File: config.mk
export PLATFORM = sky130hd
export DESIGN_NAME = odd_stream_tx
export DESIGN_NICKNAME = d
export VERILOG_FILES = /design/src/rtl/odd_stream_tx.sv
export SDC_FILE = /design/constraint.sdc
export NUM_CORES = 1
export LEC_CHECK = 0
export CAP_MARGIN = 20
export CELL_PAD_IN_SITES_DETAIL_PLACEMENT = 2
export CELL_PAD_IN_SITES_GLOBAL_PLACEMENT = 2
export CORE_MARGIN = 3
export CORE_UTILIZATION = 45
export DETAILED_ROUTE_END_ITERATION = 10
export GPL_ROUTABILITY_DRIVEN = 0
export PLACE_DENSITY_LB_ADDON = 0.05
export SETUP_SLACK_MARGIN = 0.5
export SLEW_MARGIN = 20
export SYNTH_ARGS = -nofsm -noshare
export SYNTH_HDL_FRONTEND = slang
export SYNTH_SLANG_ARGS = --single-unit
File: constraint.sdc
create_clock -name clk -period 5.7 [get_ports clk]
set_clock_uncertainty 0.15 [all_clocks]
set_input_delay 1.14 -clock clk [delete_from_list [all_inputs] [get_ports clk]]
set_output_delay 1.14 -clock clk [all_outputs]
set_load 0.01 [all_outputs]
File: src/rtl/odd_stream_tx.sv
// Buffered byte source driving the odd-occurrence detector's integers/N/latch_in interface.
// Optional ODD_TX_CHECK_EN adds a running-XOR cross-check of the returned result.
module odd_stream_tx #(
  parameter int unsigned DEPTH    = 16,
  parameter int unsigned HOLD_CYC = 4,
  parameter int unsigned TIMEOUT  = 1023
) (
  input  logic       clk,
  input  logic       reset,
  input  logic       wr_en,
  input  logic [7:0] wr_data,
  output logic       wr_full,
  input  logic       start,
  output logic       busy,
  output logic [7:0] integers,
  output logic [7:0] N,
  output logic       latch_in,
  input  logic       ready,
  input  logic [7:0] out_value,
  output logic [7:0] result,
  output logic       done,
  output logic       timeout_err,
  output logic       mismatch
);

  localparam int unsigned AW = (DEPTH > 1) ? $clog2(DEPTH) : 1;
  localparam int unsigned HW = $clog2(HOLD_CYC);
  localparam int unsigned TW = $clog2(TIMEOUT + 1);
  localparam logic [HW-1:0] HOLD_LAST = HW'(HOLD_CYC - 1);
  localparam logic [TW-1:0] TO_LAST   = TW'(TIMEOUT - 1);
  localparam logic [7:0]    DEPTH_B   = 8'(DEPTH);

  typedef enum logic [2:0] {
    S_IDLE,
    S_SETUP,
    S_HIGH,
    S_LOW,
    S_WAIT_RDY,
    S_FINISH
  } state_t;

  state_t        r_state;
  logic [7:0]    r_buf [DEPTH];
  logic [7:0]    r_count;
  logic [7:0]    r_idx;
  logic [HW-1:0] r_hcnt;
  logic [TW-1:0] r_tcnt;
  logic          r_full;
  logic          r_busy;
  logic [7:0]    r_integers;
  logic [7:0]    r_n;
  logic          r_latch;
  logic [7:0]    r_result;
  logic          r_done;
  logic          r_timeout_err;

  logic          w_start_ok;
  logic          w_wr_ok;
  logic          w_hold_done;
  logic [7:0]    w_next_idx;
  logic          w_more;

  assign w_start_ok  = (r_state == S_IDLE) && start && (r_count != 8'd0);
  assign w_wr_ok     = (r_state == S_IDLE) && wr_en && !start && (r_count != DEPTH_B);
  assign w_hold_done = (r_hcnt == HOLD_LAST);
  assign w_next_idx  = r_idx + 8'd1;
  assign w_more      = (w_next_idx < r_count);

  // Storage is not reset; occupancy is tracked solely by r_count.
  always_ff @(posedge clk) begin
    if (w_wr_ok) begin
      r_buf[r_count[AW-1:0]] <= wr_data;
    end
  end

  always_ff @(posedge clk) begin
    if (reset) begin
      r_state       <= S_IDLE;
      r_count       <= '0;
      r_idx         <= '0;
      r_hcnt        <= '0;
      r_tcnt        <= '0;
      r_full        <= 1'b0;
      r_busy        <= 1'b0;
      r_integers    <= '0;
      r_n           <= '0;
      r_latch       <= 1'b0;
      r_result      <= '0;
      r_done        <= 1'b0;
      r_timeout_err <= 1'b0;
    end else begin
      case (r_state)
        S_IDLE: begin
          if (w_start_ok) begin
            r_state       <= S_SETUP;
            r_n           <= r_count;
            r_integers    <= r_buf[0];
            r_idx         <= '0;
            r_hcnt        <= '0;
            r_latch       <= 1'b0;
            r_busy        <= 1'b1;
            r_timeout_err <= 1'b0;
          end else if (w_wr_ok) begin
            r_count <= r_count + 8'd1;
            r_full  <= ((r_count + 8'd1) == DEPTH_B);
          end
        end

        S_SETUP: begin
          if (w_hold_done) begin
            r_hcnt  <= '0;
            r_latch <= 1'b1;
            r_state <= S_HIGH;
          end else begin
            r_hcnt <= r_hcnt + 1'b1;
          end
        end

        S_HIGH: begin
          if (w_hold_done) begin
            r_hcnt  <= '0;
            r_latch <= 1'b0;
            r_state <= S_LOW;
          end else begin
            r_hcnt <= r_hcnt + 1'b1;
          end
        end

        S_LOW: begin
          if (w_hold_done) begin
            r_hcnt <= '0;
            if (w_more) begin
              r_idx      <= w_next_idx;
              r_integers <= r_buf[w_next_idx[AW-1:0]];
              r_state    <= S_SETUP;
            end else begin
              r_tcnt  <= '0;
              r_state <= S_WAIT_RDY;
            end
          end else begin
            r_hcnt <= r_hcnt + 1'b1;
          end
        end

        // ready is checked first so it wins over a coincident timeout.
        S_WAIT_RDY: begin
          if (ready) begin
            r_result <= out_value;
            r_done   <= 1'b1;
            r_state  <= S_FINISH;
          end else if (r_tcnt == TO_LAST) begin
            r_result      <= '0;
            r_timeout_err <= 1'b1;
            r_done        <= 1'b1;
            r_state       <= S_FINISH;
          end else begin
            r_tcnt <= r_tcnt + 1'b1;
          end
        end

        S_FINISH: begin
          r_done     <= 1'b0;
          r_busy     <= 1'b0;
          r_n        <= '0;
          r_integers <= '0;
          r_count    <= '0;
          r_full     <= 1'b0;
          r_state    <= S_IDLE;
        end

        default: r_state <= S_IDLE;
      endcase
    end
  end

`ifdef ODD_TX_CHECK_EN
  logic [7:0] r_xor;
  logic       r_mismatch;

  always_ff @(posedge clk) begin
    if (reset) begin
      r_xor      <= '0;
      r_mismatch <= 1'b0;
    end else if (w_start_ok) begin
      r_xor      <= '0;
      r_mismatch <= 1'b0;
    end else if (r_state == S_SETUP && w_hold_done) begin
      r_xor <= r_xor ^ r_integers;
    end else if (r_state == S_FINISH && !r_timeout_err && (r_result != r_xor)) begin
      r_mismatch <= 1'b1;
    end
  end

  assign mismatch = r_mismatch;
`else
  assign mismatch = 1'b0;
`endif

  assign wr_full     = r_full;
  assign busy        = r_busy;
  assign integers    = r_integers;
  assign N           = r_n;
  assign latch_in    = r_latch;
  assign result      = r_result;
  assign done        = r_done;
  assign timeout_err = r_timeout_err;

endmodule
==> impl_metrics.env <==
export IMPL_status="finished, final reports clean"
export IMPL_synth_area_leader_cell="edfxtp_1"
export IMPL_end_kind="register"
export IMPL_viasPerCell=6.23
export IMPL_rsz0062_at_grt="no"
export IMPL_grt_pass1_vias=5907
export IMPL_multi_input_area_mm2=0.00287
export IMPL_slew_violations=0
export IMPL_setup_tns_final_ns=0
export IMPL_area_growth_pct=15.6
export IMPL_drc=0
export IMPL_timing_rr_start="r_idx[0]"
export IMPL_wirelength_um=24800
export IMPL_synth_seq_cells=188
export IMPL_postCtsHoldBufs=0
export IMPL_tightest_slew_ns=1.02
export IMPL_p_leak_nw=3.04
export IMPL_cts_repair_resized=0
export IMPL_drtAntennaViolNets=0
export IMPL_post_cts_buffers=0
export IMPL_synth_nets=641
export IMPL_wl_per_cell_um=28.2
export IMPL_ys_seq_area_share_pct=61.9
export IMPL_startpoint_type="register"
export IMPL_die_w_um=141
export IMPL_grt_pass1_wl_um=37900
export IMPL_regArea_mm2=0.00504
export IMPL_intPower_mw=2.11
export IMPL_crit_path_end="r_idx[0]"
export IMPL_switchingPower_mw=0.719
export IMPL_clkLatencyLatePin_ns=0.45
export IMPL_timing_final_crit_share_pct=64.7
export IMPL_min_path_type="register to register"
export IMPL_cp_max_fo=34
export IMPL_grt_max_degree=50
export IMPL_netlist_area_leader_share_pct=47.2
export IMPL_path_clk_slew_ns=0.08
export IMPL_clkSinkCount=188
export IMPL_r2r_end="r_idx[0]"
export IMPL_whs_ns=0.311
export IMPL_powerDensity_mw_per_mm2=300
export IMPL_irDropWorstVdd_mv=0.222
export IMPL_power_mw=2.83
export IMPL_dpl_hpwl_um=17200
export IMPL_antenna_found_initial=0
export IMPL_finalCoreUtilization_pct=53.7
export IMPL_synth_edf_count=128
export IMPL_drive_gt1_share_pct=13.6
export IMPL_initial_core_util_pct=46.5
export IMPL_dp_slack_ns=1.97
export IMPL_slowest_stage="buf_4"
export IMPL_vias=5473
export IMPL_fillers=1623
export IMPL_holdPathStages=2
export IMPL_hold_viol=0
export IMPL_crit_type="register to register"
export IMPL_tritoncts="built"
export IMPL_h_tree_depth=4
export IMPL_p_clk_share_pct=44.2
export IMPL_cts_buffers=17
export IMPL_post_synth_cell_area_avg_um2=13.5
export IMPL_nets=678
export IMPL_firstDrtPassIters=5
export IMPL_fmax_ghz=0.271
export IMPL_maxSlewHeadroom_pct=32.2
export IMPL_grt_overflow_total=0
export IMPL_die_height_um=141
export IMPL_setup_ws_ns=2.01
export IMPL_crit_arrival_ns=3.93
export IMPL_pwr_share_comb_pct=3.7
export IMPL_synth_flop_cell="edfxtp_1"
export IMPL_synth_area_mm2=0.00815
export IMPL_r2r_slack_ns=2.01
export IMPL_period_needed_ns=3.69
export IMPL_port_buffer_count=49
export IMPL_critical_path_required_ns=5.95
export IMPL_setup_viol=0
export IMPL_die_area_mm2=0.0198
export IMPL_cp_slowest_stage_delay_ns=0.53
export IMPL_synth_area_leaders="edfxtp_1 47%, dfxtp_1 15%, mux4_2 8.8%"
export IMPL_synth_cell_type_count=68
export IMPL_pin_count=51
export IMPL_maxCapViolCount=0
export IMPL_power_frac_seq_pct=52.1
export IMPL_synth_warnings=0
export IMPL_cts_root_buffer="clkbuf_16"
export IMPL_cts_max_path_buffers=2
export IMPL_async_flop_share_pct=0
export IMPL_p_sw_share_pct=25.4
export IMPL_cp_startpoint="r_idx[0]"
export IMPL_netlist_instances=604
export IMPL_antenna_cells=0
export IMPL_core_area_mm2=0.0175
export IMPL_reg2reg_depth=9
export IMPL_num_rows=48
export IMPL_crit_path_cell_trace="buf_4, ha_2, buf_4, ha_1, a21boi_0, or4_1, a211o_1, nor2_1, mux2_2"
export IMPL_grt_usage_pct=25.9
export IMPL_crit_path_frequent_cell="buf_4"
export IMPL_drt_iter0_markers=524
[critical path: cells and delay by family, from the launching register on]
family                     cells  cell delay, ns
and+or+nand+nor                2            0.91
buffers and inverters          2            0.75
adders and majority gates      2            0.70
AOI/OAI and AO/OA              2            0.56
DFF                            1            0.31
muxes                          1            0.26
[kinds of logic (layout without fill, tap and decap cells)]
| kind of cell | Yosys count | count (layout) | synth area share [%] |
|---|---|---|---|
| flops | 188 | 188 | 61.9 |
| simple gates | 167 | 167 | 10.1 |
| compound gates | 134 | 134 | 12.3 |
| buf+inv | 54 | 104 | 2.99 |
| mux | 35 | 35 | 9.26 |
| fa+ha+maj | 16 | 16 | 2.46 |
| xor+xnor | 9 | 9 | 0.967 |
| other cells | 1 | 1 | 0.0460 |
[metrics by stage]
step / instance area [um^2] / std cells
after floorplan: 8150 / 604
final: 9420 / 879
after global placement: 8780 / 846
after detailed placement: 8780 / 846
after global routing: 9420 / 879
after CTS: 9410 / 878
[per-layer routing]
metal,routed length [um],vias to the layer above,global-route usage [%]
li1,-,2422,-
met1,10700,2867,34.5
met2,12600,155,43.9
met3,1070,29,4.95
met4,419,0,7.09
met5,0,-,0
[registers in the layout (all words and copies together) (netlist names)]
name,count
N,8
busy,1
done,1
integers,8
latch_in,1
r_buf,128
r_count,8
r_hcnt,2
r_idx,8
r_state,3
r_tcnt,10
result,8
timeout_err,1
wr_full,1
[worst min path at each step]
| stage | slack (ns) | startpoint | to |
|---|---|---|---|
| final | 0.31 | done | done |
| after floorplan | 0.31 | r_idx[7] | r_idx[7] |
| after detailed placement | 0.30 | done | done |
| after CTS | 0.31 | done | done |
| after global routing | 0.34 | done | done |
| after global placement | 0.29 | busy | busy |
[layout by cell type (no fill, tap or decap), types with 5 or more instances in the layout]
| cell type | synthesis | routed |
|---|---|---|
| a21o_1 | 6 | 6 |
| a21oi_1 | 32 | 32 |
| a22o_1 | 5 | 5 |
| a22oi_1 | 9 | 9 |
| a311oi_1 | 9 | 9 |
| a32o_1 | 16 | 16 |
| and2_1 | 5 | 5 |
| clkbuf_16 | 0 | 17 |
| clkdlybuf4s50_1 | 0 | 48 |
| clkinv_8 | 0 | 6 |
| dfxtp_1 | 60 | 60 |
| edfxtp_1 | 128 | 128 |
| ha_1 | 16 | 15 |
| inv_1 | 18 | 18 |
| mux4_2 | 32 | 32 |
| nand2_1 | 42 | 42 |
| nand3_1 | 27 | 27 |
| nor2_1 | 46 | 46 |
| nor3_1 | 11 | 11 |
| o21ai_0 | 19 | 19 |
| o22a_1 | 5 | 5 |
| o31ai_1 | 5 | 5 |
| or3_1 | 5 | 5 |
[layout make-up]
| class | instances | area share (%) |
|---|---|---|
| Sequential cell | 188 | 53.5 |
| Multi-Input combinational cell | 362 | 30.5 |
| Timing Repair Buffer | 54 | 5.63 |
| Clock buffer | 17 | 4.51 |
| Tap cell | 225 | 2.99 |
| Clock inverter | 15 | 2.16 |
| Inverter | 18 | 0.717 |
[synth_stat cells (11+ instances only)]
| cell type | n |
|---|---|
| edfxtp_1 | 128 |
| nor3_1 | 11 |
| o21ai_0 | 19 |
| clkbuf_1 | 18 |
| mux4_2 | 32 |
| nor2_1 | 46 |
| nand3_1 | 27 |
| inv_1 | 18 |
| a21oi_1 | 32 |
| ha_1 | 16 |
| a32o_1 | 16 |
| dfxtp_1 | 60 |
| nand2_1 | 42 |
[power groups by stage]
stage | Clock (mW) | Combinational, mW | Sequential (mW)
finish | 1.25 | 0.105 | 1.48
global route | 1.33 | 0.114 | 1.48
global placement | 0 | 0.0980 | 1.51
detailed placement | 0 | 0.105 | 1.51
CTS | 1.28 | 0.106 | 1.48
floorplan | 0 | 0.0470 | 1.50
(Power assumes the default switching activity.)
